===== src/rtl/arbitro_ffd.sv =====
// arbitro_ffd: round-robin arbiter/sequencer driving a shared ffd bank (FFD_VERIFY_EN adds erro readback check)
module arbitro_ffd #(
  parameter int WIDTH = 4,
  parameter int HOLD  = 2
) (
  input  logic             clk,
  input  logic             clr,
  input  logic             req_a,
  input  logic [1:0]       op_a,
  input  logic [WIDTH-1:0] data_a,
  input  logic             req_b,
  input  logic [1:0]       op_b,
  input  logic [WIDTH-1:0] data_b,
  input  logic [WIDTH-1:0] bank_q,
  output logic [WIDTH-1:0] bank_d,
  output logic             bank_pr,
  output logic             bank_clr,
  output logic             ack_a,
  output logic             ack_b,
  output logic             busy,
  output logic             owner
`ifdef FFD_VERIFY_EN
  ,
  output logic             erro
`endif
);
  localparam logic [1:0] IDLE  = 2'b00;
  localparam logic [1:0] DRIVE = 2'b01;
  localparam logic [1:0] ACK   = 2'b10;
  localparam logic [1:0] LOAD  = 2'b00;
  localparam logic [1:0] CLR   = 2'b01;
  localparam logic [1:0] PRE   = 2'b10;
  localparam logic [1:0] KEEP  = 2'b11;
  logic [1:0]       state_q, state_d, op_q, op_d;
  logic             ptr_q, ptr_d, owner_q, owner_d, grant, win_b, drv;
  logic [WIDTH-1:0] data_q, data_d;
  logic [3:0]       cnt_q, cnt_d;
  // arbitration and sequencing; the winner's op/data are captured only at the grant edge
  always_comb begin
    grant   = state_q == IDLE && (req_a || req_b);
    win_b   = req_b && (!req_a || ptr_q);
    state_d = grant ? DRIVE : state_q == DRIVE ? (cnt_q == 4'd0 ? ACK : DRIVE) : IDLE;
    ptr_d   = grant ? !win_b : ptr_q;
    owner_d = grant ? win_b : owner_q;
    op_d    = grant ? (win_b ? op_b : op_a) : op_q;
    data_d  = grant ? (win_b ? data_b : data_a) : data_q;
    cnt_d   = grant ? 4'(HOLD - 1) : (state_q == DRIVE && cnt_q != 4'd0) ? cnt_q - 4'd1 : cnt_q;
  end
  // bank drive: reset forces a clear; outside DRIVE the bank recirculates its own q
  always_comb begin
    drv      = state_q == DRIVE && !clr;
    bank_clr = clr || (drv && op_q == CLR);
    bank_pr  = drv && op_q == PRE;
    bank_d   = clr ? '0 : !drv ? bank_q : op_q == LOAD ? data_q : op_q == PRE ? '1 :
               op_q == CLR ? '0 : bank_q;
    ack_a    = !clr && state_q == ACK && !owner_q;
    ack_b    = !clr && state_q == ACK && owner_q;
    busy     = state_q != IDLE;
    owner    = owner_q;
  end
  // state registers
  always_ff @(posedge clk) begin
    if (clr) begin
      state_q <= IDLE;
      ptr_q   <= 1'b0;
      owner_q <= 1'b0;
      op_q    <= KEEP;
      data_q  <= '0;
      cnt_q   <= 4'd0;
    end else begin
      state_q <= state_d;
      ptr_q   <= ptr_d;
      owner_q <= owner_d;
      op_q    <= op_d;
      data_q  <= data_d;
      cnt_q   <= cnt_d;
    end
  end
`ifdef FFD_VERIFY_EN
  logic [WIDTH-1:0] exp_q;
  logic             erro_q;
  assign exp_q = op_q == LOAD ? data_q : op_q == PRE ? '1 : '0;
  assign erro  = erro_q;
  // sticky readback mismatch flag, sampled in ACK and cleared by the next grant
  always_ff @(posedge clk) begin
    if (clr) erro_q <= 1'b0;
    else if (grant) erro_q <= 1'b0;
    else if (state_q == ACK && op_q != KEEP && bank_q != exp_q) erro_q <= 1'b1;
  end
`endif
endmodule

===== config.mk =====
export PLATFORM = sky130hd
export DESIGN_NAME = arbitro_ffd
export DESIGN_NICKNAME = d
export VERILOG_FILES = /design/src/rtl/arbitro_ffd.sv
export SDC_FILE = /design/constraint.sdc
export NUM_CORES = 1
export LEC_CHECK = 0
export ABC_CLOCK_PERIOD_IN_PS = 2100
export CORE_AREA = 2 2 49 51
export DETAILED_ROUTE_END_ITERATION = 16
export DIE_AREA = 0 0 51 53
export PLACE_DENSITY = 0.74
export SETUP_SLACK_MARGIN = 0.02
export SLEW_MARGIN = 40
export SYNTH_ARGS = -nofsm -noshare
export SYNTH_HDL_FRONTEND = slang
export SYNTH_SLANG_ARGS = --single-unit

===== constraint.sdc =====
create_clock -name clk -period 2.1 [get_ports clk]
set_clock_uncertainty 0.2 [all_clocks]
set_input_delay 0.315 -clock clk [delete_from_list [all_inputs] [get_ports clk]]
set_output_delay 0.315 -clock clk [all_outputs]
set_load 0.01 [all_outputs]

# Word-level counts from Yosys, hierarchy flattened

Index checks and enable logic that the tools add are counted.

Eq/ne operators: 4
$mul: 0
Magnitude comparators: 0
Bitwise operators: 1
Muxes and demuxes: 12
Add/subtract/negate cells: 1
Shift operators: 0
Reduce and logical (&&, ||, !) cells: 24
Div/mod/pow operators: 0

Operator list:

| operator                                             | count |
|---|---|
| 2-to-1 mux 4 bit                                     | 6 |
| logical AND 1 bit                                    | 9 |
| equality test 2 x 1 -> 1 bit (second input constant) | 2 |
| equality test 2 bit (second input constant)          | 2 |
| logical NOT 1 bit                                    | 4 |
| logical NOT 2 bit                                    | 2 |
| logical NOT 4 bit                                    | 1 |
| 2-to-1 mux 1 bit                                     | 4 |
| 2-to-1 mux 2 bit                                     | 2 |
| nonzero test 2 bit                                   | 2 |
| nonzero test 4 bit                                   | 1 |
| subtractor 4 x 1 -> 4 bit (second input constant)    | 1 |
| logical OR 1 bit                                     | 3 |
| OR reduction 3 bit                                   | 1 |
| OR reduction 2 bit                                   | 1 |
| inverter 1 bit                                       | 1 |

Bits of input ports: 20
ROM bits: 0
RAM bits: 0
Flip-flop bits (word level): 14
Word-level logic and storage cells: 50
Output and inout bits: 10
Memories: 0
Latch bits: 0

# Longest topological paths before layout

Word-level depth: 6
Mapped depth: 6
Gate-level depth less buffers: 5

# Worst setup path after synthesis

OpenSTA, ideal clock, no wires.

Path type: reg2reg
Start point: register cnt_q[0]
End point: register cnt_q[0]
Path slack: 0.432 ns
Buffers on the path: 1
Clock period less this slack: 1.668 ns
Library setup time: 0.119 ns
Arrival time: 1.350 ns
Stages on the path, launching flop included: 7
Data required time: 1.781 ns
Cell sequence: dfxtp_1 > inv_1 > ha_1 > or3b_2 > clkbuf_1 > mux2i_1 > a21oi_1

Word-level cells in the longest chain between the ends: 3
Elaborated cells between the ends (all ways): 6
Classes of those cells: 1 x add/sub; 2 x mux; 3 x reduce/logical

Ends and longest elaborated chain:

| element                                                                | line | text |
|---|---|---|
| start: declaration                                                     | 37   | `logic [3:0] cnt_q, cnt_d;` |
| start signal: assignment                                               | 76   | `cnt_q <= cnt_d;` |
| subtractor 4 x 1 -> 4 bit / nonzero test 4 bit (equally long branches) | 47   | `cnt_d = grant ? 4'(HOLD - 1) : (state_q == DRIVE && cnt_q != 4'd0) ? cnt_q - 4'd1 : cnt_q;` |
| 2-to-1 mux 1 bit / logical AND 1 bit (equally long branches)           | 47   |  |
| 2-to-1 mux 1 bit / nonzero test 2 bit (equally long branches)          | n/a  |  |

Parallel ways exist; a longest one is shown, timed or not. The select of a mux whose other input is x is not followed.
A chain may end at the register's enable or synchronous reset.

# Worst setup path in the final report

Start point: register state_q[1]
End point: output port busy

Word-level cells in the longest chain between the ends: 1

Ends and longest elaborated chain:

| element                  | line | text |
|---|---|---|
| start: declaration       | 34   | `logic [1:0] state_q, state_d, op_q, op_d;` |
| start signal: assignment | 71   | `state_q <= state_d;` |
| nonzero test 2 bit       | 58   | `busy = state_q != IDLE;` |
| end: declaration         | 20   | `output logic busy,` |

Every way passes these cells.

==> impl_metrics.tcl <==
set metrics [dict create \
    status "finished clean" \
    ys_seq_elements 14 \
    synth_common_cells "dfxtp_1, inv_1, a21oi_1, o21ai_0" \
    synth-edff-count 0 \
    ant_nets 0 \
    synth_top_area_share_pct 34.3 \
    worstPathArrival_ns 1.50 \
    vdd.ir_drop.worst_mv 0.352 \
    track_usage_pct 17.2 \
    area_growth_syn_to_layout_pct 43.6 \
    cts_sinks 14 \
    synth.cell_area_um2 818 \
    nets 152 \
    power_leakage_nw 0.491 \
    switchingPower_mw 0.227 \
    syn_nets 117 \
    gp_congestion 0.760 \
    clock_path_buffers 2 \
    p_comb_share_pct 34.5 \
    cts.htree.levels 1 \
    synth-compound-area-share_pct 28.0 \
    synthTopCellsByArea "dfxtp_1, a221o_1, a21oi_1" \
    clkSlewWorstSetupHoldPaths_ns 0.09 \
    synth_flop_cell "dfxtp_1" \
    clock.fmax_mhz 496 \
    rsz0062_at_grt "no" \
    synth_top_family_by_area "compound AO/OA/AOI/OAI gates" \
    cts_buffers 3 \
    grt_pass1_wl_mm 3.44 \
    synthAdderAreaFrac_pct 1.53 \
    clock_latency_ns 0.28 \
    diodes 0 \
    finalHoldViolations 0 \
    detail_route.wl_per_cell_um 13.9 \
    synth_warnings 0 \
    maxCapViolations 0 \
    swShare_pct 31.6 \
    via_per_inst 5.61 \
    drive_gt1_share_pct 15.5 \
    muxShareOfSynthArea_pct 1.22 \
    cp-end-kind "primary output" \
    yosysTopAreaCell "dfxtp_1" \
    ios 30 \
    p_int_mw 0.492 \
    netlist_instances 96 \
    drt_pre_antenna_iters 4 \
    setup_tns_ns 0 \
    utilization_pct 54.7 \
    die_w_um 51 \
    setup_viol 0 \
    die_h_um 53 \
    power_density_mw_per_mm2 612 \
    postSynthAreaPerCell_um2 8.52 \
    worst-path-max-fanout 7 \
    port-buffer-count 29 \
    slew_headroom_pct 82.6 \
    worstMarginPinSlew_ns 0.258 \
    synth_simple_gate_area_share_pct 25.4 \
    die_area_mm2 0.00270 \
    synth_most_common_cell "dfxtp_1" \
    synth-seq-area-share_pct 34.3 \
    power_frac_seq_pct 44.1 \
    critical_path_class "reg -> out" \
    hp-class "reg -> reg" \
    drcViolationCount 0 \
    grt_max_degree 14 \
    multi_input_area_um2 465 \
    cts-root-buf "clkbuf_4" \
    first_iter_violations 24 \
    clockPowerShare_pct 21.3 \
    vias 880 \
    globalRoute.totalOverflow 0 \
    antenna_found_initial 0 \
    fin_crit_sh_pct 95.9 \
    hpwl_mm 1.72 \
    wirelength_mm 2.18 \
    synthXorXnorAreaFrac_pct 0 \
    fillerInstances 214 \
    first_global_vias 797 \
    core_mm2 0.00215 \
    maxSlewViolCount 0 \
    period_needed_ns 2.01 \
    cp.required_ns 1.58 \
    cts_tree "yes" \
    yosysUniqueCellTypes 35 \
    start_util_pct 38.1 \
    num_rows 17 \
    async_flop_share_pct 0 \
    layout.area.seq_um2 282 \
    hold_slack_ns 0.288 \
    setup.worst_path.start_class "flip-flop" \
]
==> cells in the final DEF (no fill, tap or decap), types with 3 or more instances in the layout <==
cell             synthesis  final
clkdlybuf4s50_1          0     21
dfxtp_1                 14     13
inv_1                   10     10
a21oi_1                  9      9
o21ai_0                  8      8
buf_4                    1      7
a22oi_1                  5      5
nor3_1                   5      5
a221o_1                  5      5
dlygate4sd2_1            0      4
nor2_1                   3      3
nand4b_1                 3      3
clkbuf_4                 0      3
clkdlybuf4s15_1          0      3
==> stage by stage <==
stage,setup WS (ns),area [um^2],total power [mW],instances
5_1_grt,0.0289,1170,0.761,157
6_report,0.0855,1170,0.719,157
4_1_cts,0.0702,1170,0.722,157
3_5_place_dp,-0.160,1150,0.575,154
3_3_place_gp,-0.135,1150,0.568,154
2_1_floorplan,0.432,818,0.467,96
==> kinds of logic (layout without fill, tap and decap cells) <==
kind of cell,Yosys count,count (layout)
AOI/OAI and AO/OA,34,34
adders and majority gates,1,1
buffers and inverters,16,49
DFF,14,14
muxes,1,1
and+or+nand+nor,30,30
==> sequential cells by signal (all words and copies together) (netlist names) <==
signal   flops
state_q      2
cnt_q        4
owner        1
ptr_q        1
data_q       4
op_q         2
==> power groups by stage <==
stage	Sequential, mW	Combinational, mW	Clock (mW)
4_1_cts	0.317	0.247	0.157
2_1_floorplan	0.314	0.153	0
3_3_place_gp	0.321	0.247	0
6_report	0.317	0.248	0.154
5_1_grt	0.322	0.273	0.166
3_5_place_dp	0.323	0.252	0
==> layout make-up <==
type | instances | share of cell area, %
clock buffers | 3 | 1.92
inverters | 10 | 3.19
multi-input cells | 66 | 39.6
flip-flops and latches | 14 | 24.0
well taps | 28 | 2.98
repair buffers | 36 | 28.3
==> worst max-delay path, stage by stage (launching register included) <==
cell and delay (ns):
dfxtp_2 0.41, buf_4 0.14, nor2_2 0.03, inv_1 0.08, clkdlybuf4s50_1 0.55
==> routing by layer <==
layer	track usage (%)	vias up	routed length [um]
met1	20.0	414	951
met5	0	-	0
met2	28.1	32	1060
met3	5.37	4	136
li1	-	430	-
met4	9.46	0	31
==> path summary, 6_finish.rpt <==
path | slack (ns) | endpoint | from | depth (start not counted)
hold reg to reg | 0.29 | ptr_q$_SDFFE_PP0P_ | ptr_q$_SDFFE_PP0P_ | 2
setup / recovery | 0.09 | busy | state_q[1]$_SDFF_PP0_ | 4
hold / removal | 0.29 | ptr_q$_SDFFE_PP0P_ | ptr_q$_SDFFE_PP0P_ | 2
setup reg to reg | 0.39 | cnt_q[1]$_SDFFE_PP0P_ | cnt_q[0]$_SDFFE_PP0P_ | 4
==> timing repair <==
| item | in CTS | in global routing |
|---|---|---|
| hold buffers | 0 | 0 |
| pin swaps | 0 | 0 |
| resized for setup | 10 | 5 |
| endpoints found under the setup margin | 9 | 4 |
| hold endpoints to repair | 0 | 0 |
| setup buffers | 0 | 0 |
Power figures use the tool's default switching activity.
==> RTL change 1: new RTL, same flow settings <==
Set the parameter `WIDTH` to 5 (it was 4).
--- a/src/rtl/arbitro_ffd.sv
+++ b/src/rtl/arbitro_ffd.sv
@@ -2,3 +2,3 @@
 module arbitro_ffd #(
-  parameter int WIDTH = 4,
+  parameter int WIDTH = 5,
   parameter int HOLD  = 2
Interface: changed (resized bank_d, bank_q, data_a and data_b); port bits go from 30 to 34. The function was not compared with the original's and may differ.
==> RTL change 1 against the unedited design <==
- sequential share of layout area is 1.4 points lower
- synthesized area rose by 6.6%
- highest routed layer unchanged
- first-iteration DRC count decreased by 21%
- power grew 9.4%
- critical endpoint is now bank_d[4]
- final area rose by 15%
- non-clock buffer count grew 12
- setup slack got worse by 0.12 ns
- sequential cell count grew 1
- largest power group unchanged
- the run now ends with setup timing left
- routed wire length rose by 21%
==> RTL change 1: results (changes against the unedited design) <==
ranking of synthesized cells by area dfxtp_1 34%, nand3_1 8.0%, o21ai_0 8.0%; worst setup margin -0.03314 ns (-0.1187 ns); mux cell area share after synthesis 0 (-0.01223); Final setup viols 2 (+2); HP Start owner; CP max FO 3 (-4); Leak Pwr 0.5346 nW (+8.9%); Commonest cells post-synth 15 x dfxtp_1, 14 x nand3_1, 14 x o21ai_0; slowest CP cell dfxtp_2; clk slew on worst S/H paths 0.09 ns (about the same); violated checks setup timing; crit path DAT 1.62 ns (+0.12 ns); biggest regs data_q: 5 flops, cnt_q: 4 flops; detailed router's first-iteration violation count 19 (-21%); Pre-antenna DRT Iters 4 (unchanged); clock buffer count from CTS 3 (unchanged); ys async rst share 0 (unchanged); global-route usage over all layers 0.2078 (+0.03573); PortBufs 33 (+14%); Max IR drop VDD 377.1 uV (+7.1%); pin count of the biggest net entering global routing 11 (-3); Max-slew headroom 0.7252 (-0.1005); layout cells sized above 1 0.2468 (+0.09171); R2R depth 5 (+1); dpl ws -0.5638 ns (-0.4036 ns); post-synth cell types 31 (-11%); DR WL met3 140 um (+2.9%); max incr delay on CP 0.34 ns (-0.21 ns); diode count 0 (unchanged); DRT met1 WL 1149 um (+21%); Post-Synth Adder-Cell Area 0.01435 (-0.0009433); worst skew pair latency 0.28 ns (about the same); M2 GR Usage 0.3442 (+0.06277); Hold Crit Depth 2 (unchanged); Synth Area in XOR/XNOR 0 (unchanged); DPL Wire Length 1945 um (+13%); vias in the first global route 925 (+16%); GPL Wtd Cong 0.7444 (-2.0%); Top delay family on crit path buffers and inverters; first-pass GRT wire length 4215 um (+22%); Final #Nets 179 (+18%); WL final 2629 um (+21%); post-synthesis compound-gate area fraction 0.2611 (-0.01870); Syn Nets 133 (+14%); r2r endpoint cnt_q[0]; outcome finished with violations; routed vias/inst 5.654 (+0.87%); R2R setup slack 0.32 ns (-0.07 ns); hold slack 0.3065 ns (+0.01829 ns); GR Layer Usage met3 0.02542 (-0.02825); clock buffer depth 2 (unchanged); met1 Use GR 0.2690 (+0.06931); Worst Hold End owner; metal2 WL 1282 um (+21%); post-synthesis sequential area ratio 0.3443 (+0.001825)
RTL change 1: repair_timing:
item,4_1_cts,5_1_grt
pin swaps,4,5
cloned,1,0
resized for setup,34,6
buffers inserted,4,0
hold buffers,0,0
endpoints found under the setup margin,10,7
RTL change 1: cell families after synthesis:
| family | count (synthesis) |
|---|---|
| and+or+nand+nor | 42 |
| AOI/OAI and AO/OA | 39 |
| DFF | 15 |
| buffers and inverters | 12 |
| adders and majority gates | 1 |
RTL change 1: worst max path at each step:
stage / cells past startpoint / start / end / slack [ns]
after detailed placement: 5 / clr / bank_clr / -0.56
final: 7 / op_q[0] / bank_d[4] / -0.03
after CTS: 7 / state_q[1] / bank_d[0] / -0.02
after floorplan: 5 / clr / bank_d[0] / 0.31
after global placement: 5 / clr / bank_clr / -0.50
after global routing: 7 / op_q[0] / bank_d[4] / -0.14
RTL change 1: power breakdown:
group | leakage [nW] | switching, mW | total, mW | internal (mW)
registers | 0.124 | 0.0262 | 0.340 | 0.314
logic | 0.396 | 0.132 | 0.280 | 0.148
clock network | 0.0150 | 0.0930 | 0.167 | 0.0737
RTL change 1: per-stage QoR:
stage / setup TNS [ns] / cell area, um2 / cells
final: -0.06187 / 1346 / 182
after global routing: -0.2912 / 1346 / 182
after CTS: -0.03019 / 1341 / 183
after detailed placement: -4.085 / 1290 / 174
after global placement: -3.686 / 1290 / 174
after floorplan: 0 / 872.1 / 109
RTL change 1: cell type report:
type                       count  area (um2)
fill                         194       802.0
tap                           28       35.03
inverter                       5       18.77
sequential                    15       304.0
timing repair buffer          48       417.9
clock buffer                   4       26.28
multi-input combinational     82       544.3
RTL change 1: worst min-delay path, delay by kind of cell (launching register included):
kind / cells / cell delay, ns
flip-flops: 1 / 0.34
AO/OA/AOI/OAI: 1 / 0.06
AND/OR/NAND/NOR: 1 / 0.07
==> RTL change 2: new RTL, same settings <==
Made on the original files. Build with the macro `FFD_VERIFY_EN` defined.
--- a/src/rtl/arbitro_ffd.sv
+++ b/src/rtl/arbitro_ffd.sv
@@ -1,2 +1,4 @@
 // arbitro_ffd: round-robin arbiter/sequencer driving a shared ffd bank (FFD_VERIFY_EN adds erro readback check)
+`define FFD_VERIFY_EN
+
 module arbitro_ffd #(
Formal check against the unedited RTL (old outputs only; new: erro): equivalent (Yosys induction, for registers that start in step).
==> RTL change 2 against the unedited design <==
- non-clock buffer count up 5
- sequential cell count increased by 1
- synthesized area grew 7.0%
- core utilization rose by 5.1 points
- setup slack lost 0.026 ns
- critical path depth is the same
- power increased by 6.7%
- via count grew 12%
- register-to-register slack improved by 0.09 ns
- final area up 9.4%
- die area is the same
- routed wire length up 5.0%
- highest routed layer unchanged
==> RTL change 2: results (changes against the unedited design) <==
Critical R2R Launch state_q[1]; max incr delay on CP 0.44 ns (-0.11 ns); mux cell area share after synthesis 0 (-0.01223); Avg Cell Area, Syn 7.616 um2 (-11%); biggest regs cnt_q: 4 flops, data_q: 4 flops; post-synthesis compound-gate area fraction 0.2714 (-0.008388); WL final 2286 um (+5.0%); routed vias/inst 5.372 (-4.2%); clk slew on worst S/H paths 0.09 ns (about the same); Max-slew headroom 0.7668 (-0.05889); initial antenna violation count 0 (unchanged); crit path DAT 1.53 ns (+0.03 ns); Post-CTS Setup Repair Bufs 0 (unchanged); PortBufs 30 (+3.4%); Syn Nets 136 (+16%); CP max FO 3 (-4); ys async rst share 0 (unchanged); DPL Wire Length 1751 um (+1.7%); Final #Nets 177 (+16%); first-pass GRT wire length 3953 um (+15%); H-tree depth 1 (unchanged); Layout area overhead 46.71%; GPL Wtd Cong 0.7657 (+0.79%); vias after detailed routing 983 (+12%); largest family of logic cells by synthesized area simple AND/OR/NAND/NOR gates; dpl ws -0.2342 ns (-0.07401 ns); detailed router's first-iteration violation count 17 (-29%); HP Start erro; slowest CP cell clkdlybuf4s50_1; Main synth FF type dfxtp_1; area post-placement 0.001272 mm2 (+10%); # fillers 199 (-7.0%); global-route usage over all layers 0.1970 (+0.02489); Top delay family on crit path buffers and inverters; pin count of the biggest net entering global routing 13 (-1); layout cells sized above 1 0.1871 (+0.03206); synthesis warning total 0 (unchanged); ranking of synthesized cells by area dfxtp_1 34%, a21oi_1 7.4%, nand2_1 6.9%; post-synthesis sequential area ratio 0.3429 (+0.0003495); outcome finished, final reports clean; Leak Pwr 0.5365 nW (+9.3%); Synth Area in XOR/XNOR 0.02000 (+0.02000); Commonest cells post-synth 16 x nand2_1, 15 x dfxtp_1, 13 x a21oi_1; Post-Synth Adder-Cell Area 0.01429 (-0.001005); Max IR drop VDD 376.3 uV (+6.9%); vias in the first global route 924 (+16%); max-slew violation count 0 (unchanged); CP startpoint clr
RTL change 2: worst register-to-register path: cells and delay by family, from the launching register on:
kind	cells	cell delay [ns]
buffers and inverters	1	0.15
AO/OA/AOI/OAI	3	0.38
flip-flops	1	0.39
AND/OR/NAND/NOR	1	0.41
RTL change 2: final timing paths:
path                               to  slack [ns]  depth (start not counted)
worst max register to register   erro        0.48                          5
worst max-delay path            ack_a        0.06                          4
worst min-delay path             erro        0.29                          2
worst min register to register   erro        0.29                          2
RTL change 2: area by class of cell:
cell class                      count  area share
Inverter                            6     0.01753
Sequential cell                    15      0.2347
Timing Repair Buffer               41      0.2756
Clock buffer                        3     0.01753
Clock inverter                      1    0.003895
Multi-Input combinational cell     89      0.4236
Tap cell                           28     0.02726
RTL change 2: layer usage:
layer  share of wire  track usage  routed length (um)
met1            0.44       0.2207                1009
met2            0.47       0.3398                1082
met3           0.047      0.04802                 107
met4           0.038       0.1126                  86
met5               0            0                   0
RTL change 2: report_power, final:
| part | switching (mW) | total (mW) | internal [mW] |
|---|---|---|---|
| clock network | 0.0994 | 0.170 | 0.0707 |
| registers | 0.0313 | 0.344 | 0.312 |
| logic | 0.122 | 0.254 | 0.132 |
RTL change 2: cells by family (layout without fill, tap and decap cells):
group                    count (synthesis)  after routing
AND/OR/NAND/NOR                         51             51
flip-flops                              15             15
adder cells (fa/ha/maj)                  1              1
XOR/XNOR                                 2              2
AO/OA/AOI/OAI                           35             35
buffers and inverters                   11             51
RTL change 2: timing repair:
action | in CTS | in global routing
pin swaps | 0 | 2
endpoints found under the setup margin | 8 | 7
gates resized for setup | 12 | 13
cloned | 0 | 0
